## config.mk

```make
export PLATFORM = sky130hd
export DESIGN_NAME = regfile_wb_arbiter
export DESIGN_NICKNAME = d
export VERILOG_FILES = /design/src/rtl/regfile_wb_arbiter.sv
export SDC_FILE = /design/constraint.sdc
export NUM_CORES = 1
export LEC_CHECK = 0
export CORE_MARGIN = 2
export CORE_UTILIZATION = 50
export DETAILED_ROUTE_END_ITERATION = 7
export PLACE_DENSITY = 0.86
export SYNTH_ARGS = -nofsm -noshare
export SYNTH_HDL_FRONTEND = slang
export SYNTH_SLANG_ARGS = --single-unit
```

## constraint.sdc

```tcl
create_clock -name clk -period 5.2 [get_ports clk]
set_clock_uncertainty 0.2 [all_clocks]
set_input_delay 1.04 -clock clk [delete_from_list [all_inputs] [get_ports clk]]
set_output_delay 1.04 -clock clk [all_outputs]
set_load 0.005 [all_outputs]
```

## src/rtl/regfile_wb_arbiter.sv

```systemverilog
// Two-source writeback arbiter for a single register-file write port.
// Each source (execute, load) has a one-entry holding register; a registered write stage commits the winner.
module regfile_wb_arbiter #(
  parameter int XLEN         = 32,
  parameter int STARVE_LIMIT = 3
) (
  input  logic            clk,
  input  logic            reset,
  input  logic            ex_valid,
  output logic            ex_ready,
  input  logic [4:0]      ex_rd,
  input  logic [XLEN-1:0] ex_data,
  input  logic            ld_valid,
  output logic            ld_ready,
  input  logic [4:0]      ld_rd,
  input  logic [XLEN-1:0] ld_data,
  output logic            we,
  output logic [4:0]      wa,
  output logic [XLEN-1:0] wdata,
  output logic [31:0]     pend_mask
);

  logic            hold_ex_v_q, hold_ex_v_d;
  logic [4:0]      hold_ex_rd_q, hold_ex_rd_d;
  logic [XLEN-1:0] hold_ex_data_q, hold_ex_data_d;
  logic            hold_ld_v_q, hold_ld_v_d;
  logic [4:0]      hold_ld_rd_q, hold_ld_rd_d;
  logic [XLEN-1:0] hold_ld_data_q, hold_ld_data_d;
  logic            ex_older_q, ex_older_d;
  logic [3:0]      starve_cnt_q, starve_cnt_d;
  logic            we_q, we_d;
  logic [4:0]      wa_q, wa_d;
  logic [XLEN-1:0] wdata_q, wdata_d;

  logic grant_ex, grant_ld, same_rd, starved, ex_acc, ld_acc;

  assign same_rd = (hold_ex_rd_q == hold_ld_rd_q);
  assign starved = (starve_cnt_q == 4'(STARVE_LIMIT));

  // Same-rd pairs must commit in acceptance order so the later value survives.
  assign grant_ex = hold_ex_v_q & (!hold_ld_v_q | (same_rd ? ex_older_q : starved));
  assign grant_ld = hold_ld_v_q & !grant_ex;

  assign ex_ready = reset & (!hold_ex_v_q | grant_ex);
  assign ld_ready = reset & (!hold_ld_v_q | grant_ld);

  assign ex_acc = ex_valid & ex_ready & (ex_rd != 5'd0);
  assign ld_acc = ld_valid & ld_ready & (ld_rd != 5'd0);

  always_comb begin
    hold_ex_v_d    = hold_ex_v_q & !grant_ex;
    hold_ex_rd_d   = hold_ex_rd_q;
    hold_ex_data_d = hold_ex_data_q;
    if (ex_acc) begin
      hold_ex_v_d    = 1'b1;
      hold_ex_rd_d   = ex_rd;
      hold_ex_data_d = ex_data;
    end

    hold_ld_v_d    = hold_ld_v_q & !grant_ld;
    hold_ld_rd_d   = hold_ld_rd_q;
    hold_ld_data_d = hold_ld_data_q;
    if (ld_acc) begin
      hold_ld_v_d    = 1'b1;
      hold_ld_rd_d   = ld_rd;
      hold_ld_data_d = ld_data;
    end

    // ex is older unless an ld entry survives this edge while ex is newly loaded.
    ex_older_d = ex_older_q;
    if (ex_acc && ld_acc)
      ex_older_d = 1'b1;
    else if (ex_acc)
      ex_older_d = !(hold_ld_v_q & !grant_ld);
    else if (ld_acc)
      ex_older_d = 1'b1;

    starve_cnt_d = starve_cnt_q;
    if (!hold_ex_v_q || grant_ex)
      starve_cnt_d = 4'd0;
    else if (grant_ld && !starved)
      starve_cnt_d = starve_cnt_q + 4'd1;

    we_d    = grant_ex | grant_ld;
    wa_d    = wa_q;
    wdata_d = wdata_q;
    if (grant_ex) begin
      wa_d    = hold_ex_rd_q;
      wdata_d = hold_ex_data_q;
    end else if (grant_ld) begin
      wa_d    = hold_ld_rd_q;
      wdata_d = hold_ld_data_q;
    end
  end

  always_ff @(posedge clk or negedge reset) begin
    if (!reset) begin
      hold_ex_v_q    <= 1'b0;
      hold_ex_rd_q   <= 5'd0;
      hold_ex_data_q <= '0;
      hold_ld_v_q    <= 1'b0;
      hold_ld_rd_q   <= 5'd0;
      hold_ld_data_q <= '0;
      ex_older_q     <= 1'b0;
      starve_cnt_q   <= 4'd0;
      we_q           <= 1'b0;
      wa_q           <= 5'd0;
      wdata_q        <= '0;
    end else begin
      hold_ex_v_q    <= hold_ex_v_d;
      hold_ex_rd_q   <= hold_ex_rd_d;
      hold_ex_data_q <= hold_ex_data_d;
      hold_ld_v_q    <= hold_ld_v_d;
      hold_ld_rd_q   <= hold_ld_rd_d;
      hold_ld_data_q <= hold_ld_data_d;
      ex_older_q     <= ex_older_d;
      starve_cnt_q   <= starve_cnt_d;
      we_q           <= we_d;
      wa_q           <= wa_d;
      wdata_q        <= wdata_d;
    end
  end

  always_comb begin
    pend_mask = 32'd0;
    if (hold_ex_v_q) pend_mask[hold_ex_rd_q] = 1'b1;
    if (hold_ld_v_q) pend_mask[hold_ld_rd_q] = 1'b1;
    if (we_q)        pend_mask[wa_q]         = 1'b1;
    pend_mask[0] = 1'b0;
    if (!reset) pend_mask = 32'd0;
  end

  assign we    = we_q;
  assign wa    = wa_q;
  assign wdata = wdata_q;

endmodule

```

==> results of run 1 <==
[registers in the layout (all words and copies together) (netlist names)]
signal          count
ex_older_q          1
hold_ld_data_q     32
hold_ex_v_q         1
we                  1
starve_cnt_q        4
wdata              32
hold_ex_rd_q        5
hold_ex_data_q     32
hold_ld_rd_q        5
wa                  5
hold_ld_v_q         1
[Yosys cell counts (all sizes together), types with 10 or more instances]
cell and number:
mux2i 37, dfrtp 119, nand3b 13, buf 20, nand2 45, o21a 31
o221a 36, or3b 10, clkbuf 23, nand3 11, mux2 74, nor2 40
o22ai 31
[where the power goes]
part | total (mW) | internal, mW | leakage [nW] | switching (mW)
sequential | 1.29 | 1.11 | 1.40 | 0.189
combinational | 0.778 | 0.471 | 1.73 | 0.308
clock | 1.26 | 0.806 | 0.301 | 0.452
total | 3.33 | 2.38 | 3.43 | 0.948
[worst max-delay path, stage by stage, from the launching register on]
cell and delay (ns):
dfrtp_2 0.70, inv_1 0.23, or3_1 0.54, o22ai_1 0.27, o21a_1 0.14, clkdlybuf4s50_1 0.50
[final timing paths]
kind,start,end,slack [ns]
worst max-delay path,hold_ld_v_q,pend_mask[4],1.16
worst min-delay path,hold_ex_data_q[18],hold_ex_data_q[18],0.29
worst max register to register,starve_cnt_q[0],hold_ld_data_q[7],1.99
worst min register to register,hold_ex_data_q[18],hold_ex_data_q[18],0.29
max in group asynchronous,reset,wdata[28],2.96
min in group asynchronous,reset,hold_ex_data_q[9],0.43
[metal layers]
metal / vias up / track usage / wire length [µm]
met5: - / 0 / 0
met4: 0 / 0.1133 / 465
met3: 48 / 0.09100 / 1682
met2: 299 / 0.4366 / 8197
met1: 2427 / 0.3412 / 7048
li1: 2217 / - / -
[cell families after synthesis]
family                     synth area share
other                             0.0006032
muxes                                0.2117
and+or+nand+nor                      0.1077
buffers and inverters               0.03803
adders and majority gates          0.002012
AOI/OAI and AO/OA                    0.1511
DFF                                  0.4790
xor gates and xnor gates           0.009861
[cell type report]
cell class	instances	area (µm²)
Tap cell	168	210.2
Fill cell	880	3697
Clock inverter	14	197.7
Sequential cell	119	2979
Clock buffer	18	429.2
Inverter	3	11.26
Multi-Input combinational cell	364	3009
Timing Repair Buffer	154	1528
[through the flow]
step | hold slack [ns] | area (µm²)
after global routing | 0.3056 | 8364
after detailed placement | 0.2803 | 7737
after CTS | 0.2935 | 8364
final | 0.2879 | 8364
after global placement | 0.2691 | 7737
after floorplan | 0.2588 | 6217
==> summary.md, run 1 <==
| Metric | Value |
|---|---|
| Clock-pin slew on the worst setup and hold paths | `0.06 ns` |
| Synth Net Count | `608` |
| First-pass GRT wire length | `28,030 µm` |
| Number of synthesis warnings | `0` |
| Core Area | `12,060 µm²` |
| Most common cell after layout, fill and taps aside | `clkdlybuf4s50_1` |
| Final Core Density | `0.6935` |
| FF+latch count, synth | `119` |
| Starting density of the core | `0.5155` |
| Chip height | `115.5 µm` |
| H-tree depth | `4` |
| Nets | `738` |
| Vias per inst | `5.942` |
| Worst Reg-to-Reg Cells | `6` |
| Post-synth top area share | `0.4790` |
| Avg Cell Area, Syn | `11.75 µm²` |
| Post-synthesis sequential area ratio | `0.4790` |
| RSZ-0062 raised after global routing | `false` |
| Main flop type after synthesis | `dfrtp_1` |
| Vias post-DR | `4,991` |
| HPWL Detailed | `11,260 µm` |
| F_max | `0.2475 GHz` |
| WP data arrival | `2.80 ns` |
| Number of synthesized flops with an enable pin | `0` |
| Clock period minus worst slack | `4.040 ns` |
| Top Ports | `150` |
| Post-CTS Setup Bufs | `0` |
| GRT overflow | `0` |
| Final Slew Violations | `0` |
| PwrDens | `398.2 nW/µm²` |
| Count of different cell masters after synthesis | `42` |
| Clock Tree Buf Depth | `2` |
| Most frequent cells in the layout | `clkdlybuf4s50_1, dfrtp_1, nand2_1` |
| Status | `finished clean` |
| Clock Latency Late Sink | `0.41 ns` |
| Cells after Synth | `529` |
| HP Class | `reg2reg` |
| IO Port Bufs | `148` |
| Hold Fails Final Rpt | `0` |
| Remaining DRCs | `0` |
| WL/cell | `20.71 µm` |
| Tcrit/Tclk final | `0.7770` |
| Hold path depth | `1` |
| Kind of critical path | `reg2out` |
| Worst VDD drop | `0.0002401 V` |
| Ant. Diodes | `0` |
| Inst Count DP | `808` |
| Rel. slew slack | `0.3939` |
| Final std cells w/o fill | `840` |
| Main area contributors after synthesis | `dfrtp_1, mux2_4, o221a_2` |
| Vias in the first global route | `5,332` |
| GRT Resource Usage Total | `0.2728` |
| Die width | `115.5 µm` |
| Critical Path RT | `3.96 ns` |
| Startpoint types | `register` |
| Drt first pass iters | `5` |
| Detailed router's first-iteration violation count | `538` |
| PnR worst setup slack | `1.160 ns` |
| Antenna viol nets, final | `0` |
| Syn Std Cell Area | `6217 µm²` |
| CP endpoint kind | `primary output` |
| Area grow syn2layout | `34.53%` |
| Cts hold-fix bufs | `0` |
| # clock sinks | `119` |
| Largest net degree at the start of global routing | `83` |
| Dpl ws | `1.152 ns` |
| GP Congestion | `0.9063` |
| Setup TNS | `0 ns` |
| CTS tree | `done` |
| Initial antenna violation count | `0` |
| # Max-Cap Violations | `0` |
| Total chip power | `3.330 mW` |
| Post-Route WL | `17,390 µm` |
| LEAKAGE | `3.434 nW` |
| Max FO, Critical Path | `19` |
| Root Buffer | `clkbuf_16` |
| Row cnt | `40` |
| Post-synth top area cell | `dfrtp_1` |
| Layout cells sized above 1 | `0.2158` |
| Synth async-reset ratio | `1.000` |
| CTS buffer count | `17` |
| Tightest Pin Transition | `0.9092 ns` |
| Die area | `13,340 µm²` |
| Post-cts sizing count | `0` |
| Final setup fails | `0` |
(Power assumes the default switching activity.)
==> run 2: changes to the inputs <==
Settings changed: CORE_UTILIZATION 50 to 45, PLACE_DENSITY 0.86 to 0.82.
Clock period 5.2 ns to 3.25 ns, I/O delays scaled along.
==> summary.md, run 2 (same netlist as run 1, synthesis figures left out) <==
| Metric | Value |
|---|---|
| Status | `finished clean` |
| Ant. Diodes | `0 (unchanged)` |
| Antenna viol nets, final | `0 (unchanged)` |
| Most frequent cells in the layout | `clkdlybuf4s50_1, dfrtp_1, nand2_1` |
| Tcrit/Tclk final | `0.9776` |
| Critical Path RT | `2.40 ns (-1.56 ns)` |
| Largest net degree at the start of global routing | `46 (-45%)` |
| Initial antenna violation count | `0 (unchanged)` |
| Core Area | `13,350 µm² (+11%)` |
| Tightest Pin Transition | `0.9296 ns (+0.02040 ns)` |
| Max FO, Critical Path | `8 (-11)` |
| IO Port Bufs | `148 (unchanged)` |
| Nets | `761 (+3.1%)` |
| Fin Hold WS | `0.2435 ns (-0.04444 ns)` |
| WL/cell | `20.58 µm (-0.60%)` |
| # Max-Cap Violations | `0 (unchanged)` |
| Die width | `121.5 µm (+5.2%)` |
| Comb power frac | `0.265 (+0.031)` |
| Post-route cell area | `8597 µm² (+2.8%)` |
| Fill cells | `1,014 (+15%)` |
| Vias in the first global route | `5,290 (-0.79%)` |
| Row cnt | `42 (+5.0%)` |
| GRT Resource Usage Total | `0.2533 (-0.01950)` |
| Cell Int Power | `3.734 mW (+57%)` |
| Clock network fraction of design power | `0.346 (-0.032)` |
| Final Slew Violations | `0 (unchanged)` |
| Vias post-DR | `5,030 (+0.78%)` |
| Vias per inst | `5.775 (-2.8%)` |
| Inst Count DP | `833 (+3.1%)` |
| Die area | `14,770 µm² (+11%)` |
| Drt first pass iters | `5 (unchanged)` |
| Remaining DRCs | `0 (unchanged)` |
| Clock-pin slew on the worst setup and hold paths | `0.05 ns (about the same)` |
| Chip height | `121.5 µm (+5.2%)` |
| LEAKAGE | `3.552 nW (+3.4%)` |
| Sw Share | `0.2807 (-0.004005)` |
| PwrDens | `603.9 nW/µm² (+52%)` |
| CP endpoint kind | `primary output` |
| Top Ports | `150 (unchanged)` |
| Clock Latency Late Sink | `0.41 ns (about the same)` |
| Area grow syn2layout | `38.28%` |
| CTS buffer count | `17 (unchanged)` |
| Final std cells w/o fill | `871 (+3.7%)` |
| Most common cell after layout, fill and taps aside | `clkdlybuf4s50_1` |
| Rel. slew slack | `0.3803 (-0.01360)` |
| WP data arrival | `2.33 ns (-0.47 ns)` |
| Starting density of the core | `0.4658 (-0.04967)` |
| HPWL Detailed | `11,990 µm (+6.5%)` |
| # clock sinks | `119 (unchanged)` |
| Total chip power | `5.192 mW (+56%)` |
| Clock Tree Buf Depth | `2 (unchanged)` |
| Psw | `1.457 mW (+54%)` |
| HP Class | `in2async` |
| Post-Route WL | `17,930 µm (+3.1%)` |
| GRT overflow | `0 (unchanged)` |
| Clock period minus worst slack | `3.177 ns` |
| Layout cells sized above 1 | `0.2561 (+0.04034)` |
| GP Congestion | `0.8921 (-1.6%)` |
| Hold Fails Final Rpt | `0 (unchanged)` |
| Final Core Density | `0.6441 (-0.04939)` |
| Final setup fails | `0 (unchanged)` |
| Kind of critical path | `reg2out` |
| DP Area | `7913 µm² (+2.3%)` |
| Seq pwr share | `0.388 (about the same)` |
| First-pass GRT wire length | `28,700 µm (+2.4%)` |
| CTS tree | `done` |
| Worst Reg-to-Reg Cells | `6 (unchanged)` |
| F_max | `0.3147 GHz` |
| Detailed router's first-iteration violation count | `508 (-5.6%)` |
| Worst VDD drop | `0.0004627 V (+93%)` |
| H-tree depth | `4 (unchanged)` |
| Startpoint types | `register` |
| Root Buffer | `clkbuf_16` |
[run 2: cell count changes in the layout (fill, tap and decap cells not counted), moves of 3 or more]
cell | previous run | this run
inv_6 | 3 | 0
buf_4 | 6 | 25
or3b_2 | 9 | 6
or3b_4 | 0 | 4
or3_1 | 6 | 3
clkinv_4 | 3 | 0
buf_12 | 0 | 3
clkinv_2 | 2 | 7
or3_4 | 0 | 3
dfrtp_1 | 118 | 115
dfrtp_2 | 1 | 4
[run 2: through the flow]
step | worst slack, ns | setup TNS, ns
4_1_cts | 0.004316 | 0
3_5_place_dp | 0.1674 | 0
6_report | 0.07264 | 0
5_1_grt | -0.008054 | -0.008054
2_1_floorplan | 0.7684 | 0
3_3_place_gp | 0.1878 | 0
[run 2: final cells by class]
class	count	area, µm²	share of cell area
clock buffer	22	464.2	0.05399
clock inverter	10	102.6	0.01193
inverter	3	11.26	0.001310
multi-input combinational	364	3077	0.3579
sequential	119	2983	0.3470
tap	176	220.2	0.02561
timing repair buffer	177	1739	0.2023
[run 2: what timing repair did]
| item | CTS | global route |
|---|---|---|
| resized for setup | 7 | 11 |
| endpoints found under the hold margin | 5 | 0 |
| endpoints found under the setup margin | 2 | 18 |
| pin swaps | 1 | 4 |
| hold buffers | 1 | 0 |
| buffers inserted | 2 | 3 |
[run 2: power by group through the flow]
stage	registers [mW]	clock network (mW)	logic, mW
after CTS	2.01	1.82	1.36
after global routing	2.05	1.90	1.48
after global placement	2.01	0	1.29
final	2.02	1.80	1.38
after detailed placement	2.03	0	1.34
after floorplan	1.96	0	0.741
[run 2: worst paths after layout]
| kind | start | endpoint | slack [ns] |
|---|---|---|---|
| setup / recovery | hold_ld_rd_q[1] | ld_ready | 0.07 |
| hold / removal | reset | starve_cnt_q[3] | 0.24 |
| setup reg to reg | hold_ld_rd_q[1] | wdata[25] | 0.53 |
| hold reg to reg | hold_ex_data_q[6] | hold_ex_data_q[6] | 0.28 |
| max in group asynchronous | reset | hold_ld_rd_q[1] | 1.89 |
| min in group clk | hold_ex_data_q[6] | hold_ex_data_q[6] | 0.28 |
[run 2: critical path, cell delays in order, from the launching register on]
cell,delay (ns)
dfrtp_2,0.45
xor2_1,0.20
nor3_4,0.32
a2111oi_4,0.14
nor3b_2,0.26
clkdlybuf4s50_1,0.55
[run 2: per-layer routing]
metal,up-vias,GRT usage,share of wire
met3,40,0.07350,0.080
met4,0,0.09698,0.025
met5,-,0,0
met2,238,0.4045,0.48
li1,2266,-,-
met1,2486,0.3279,0.41
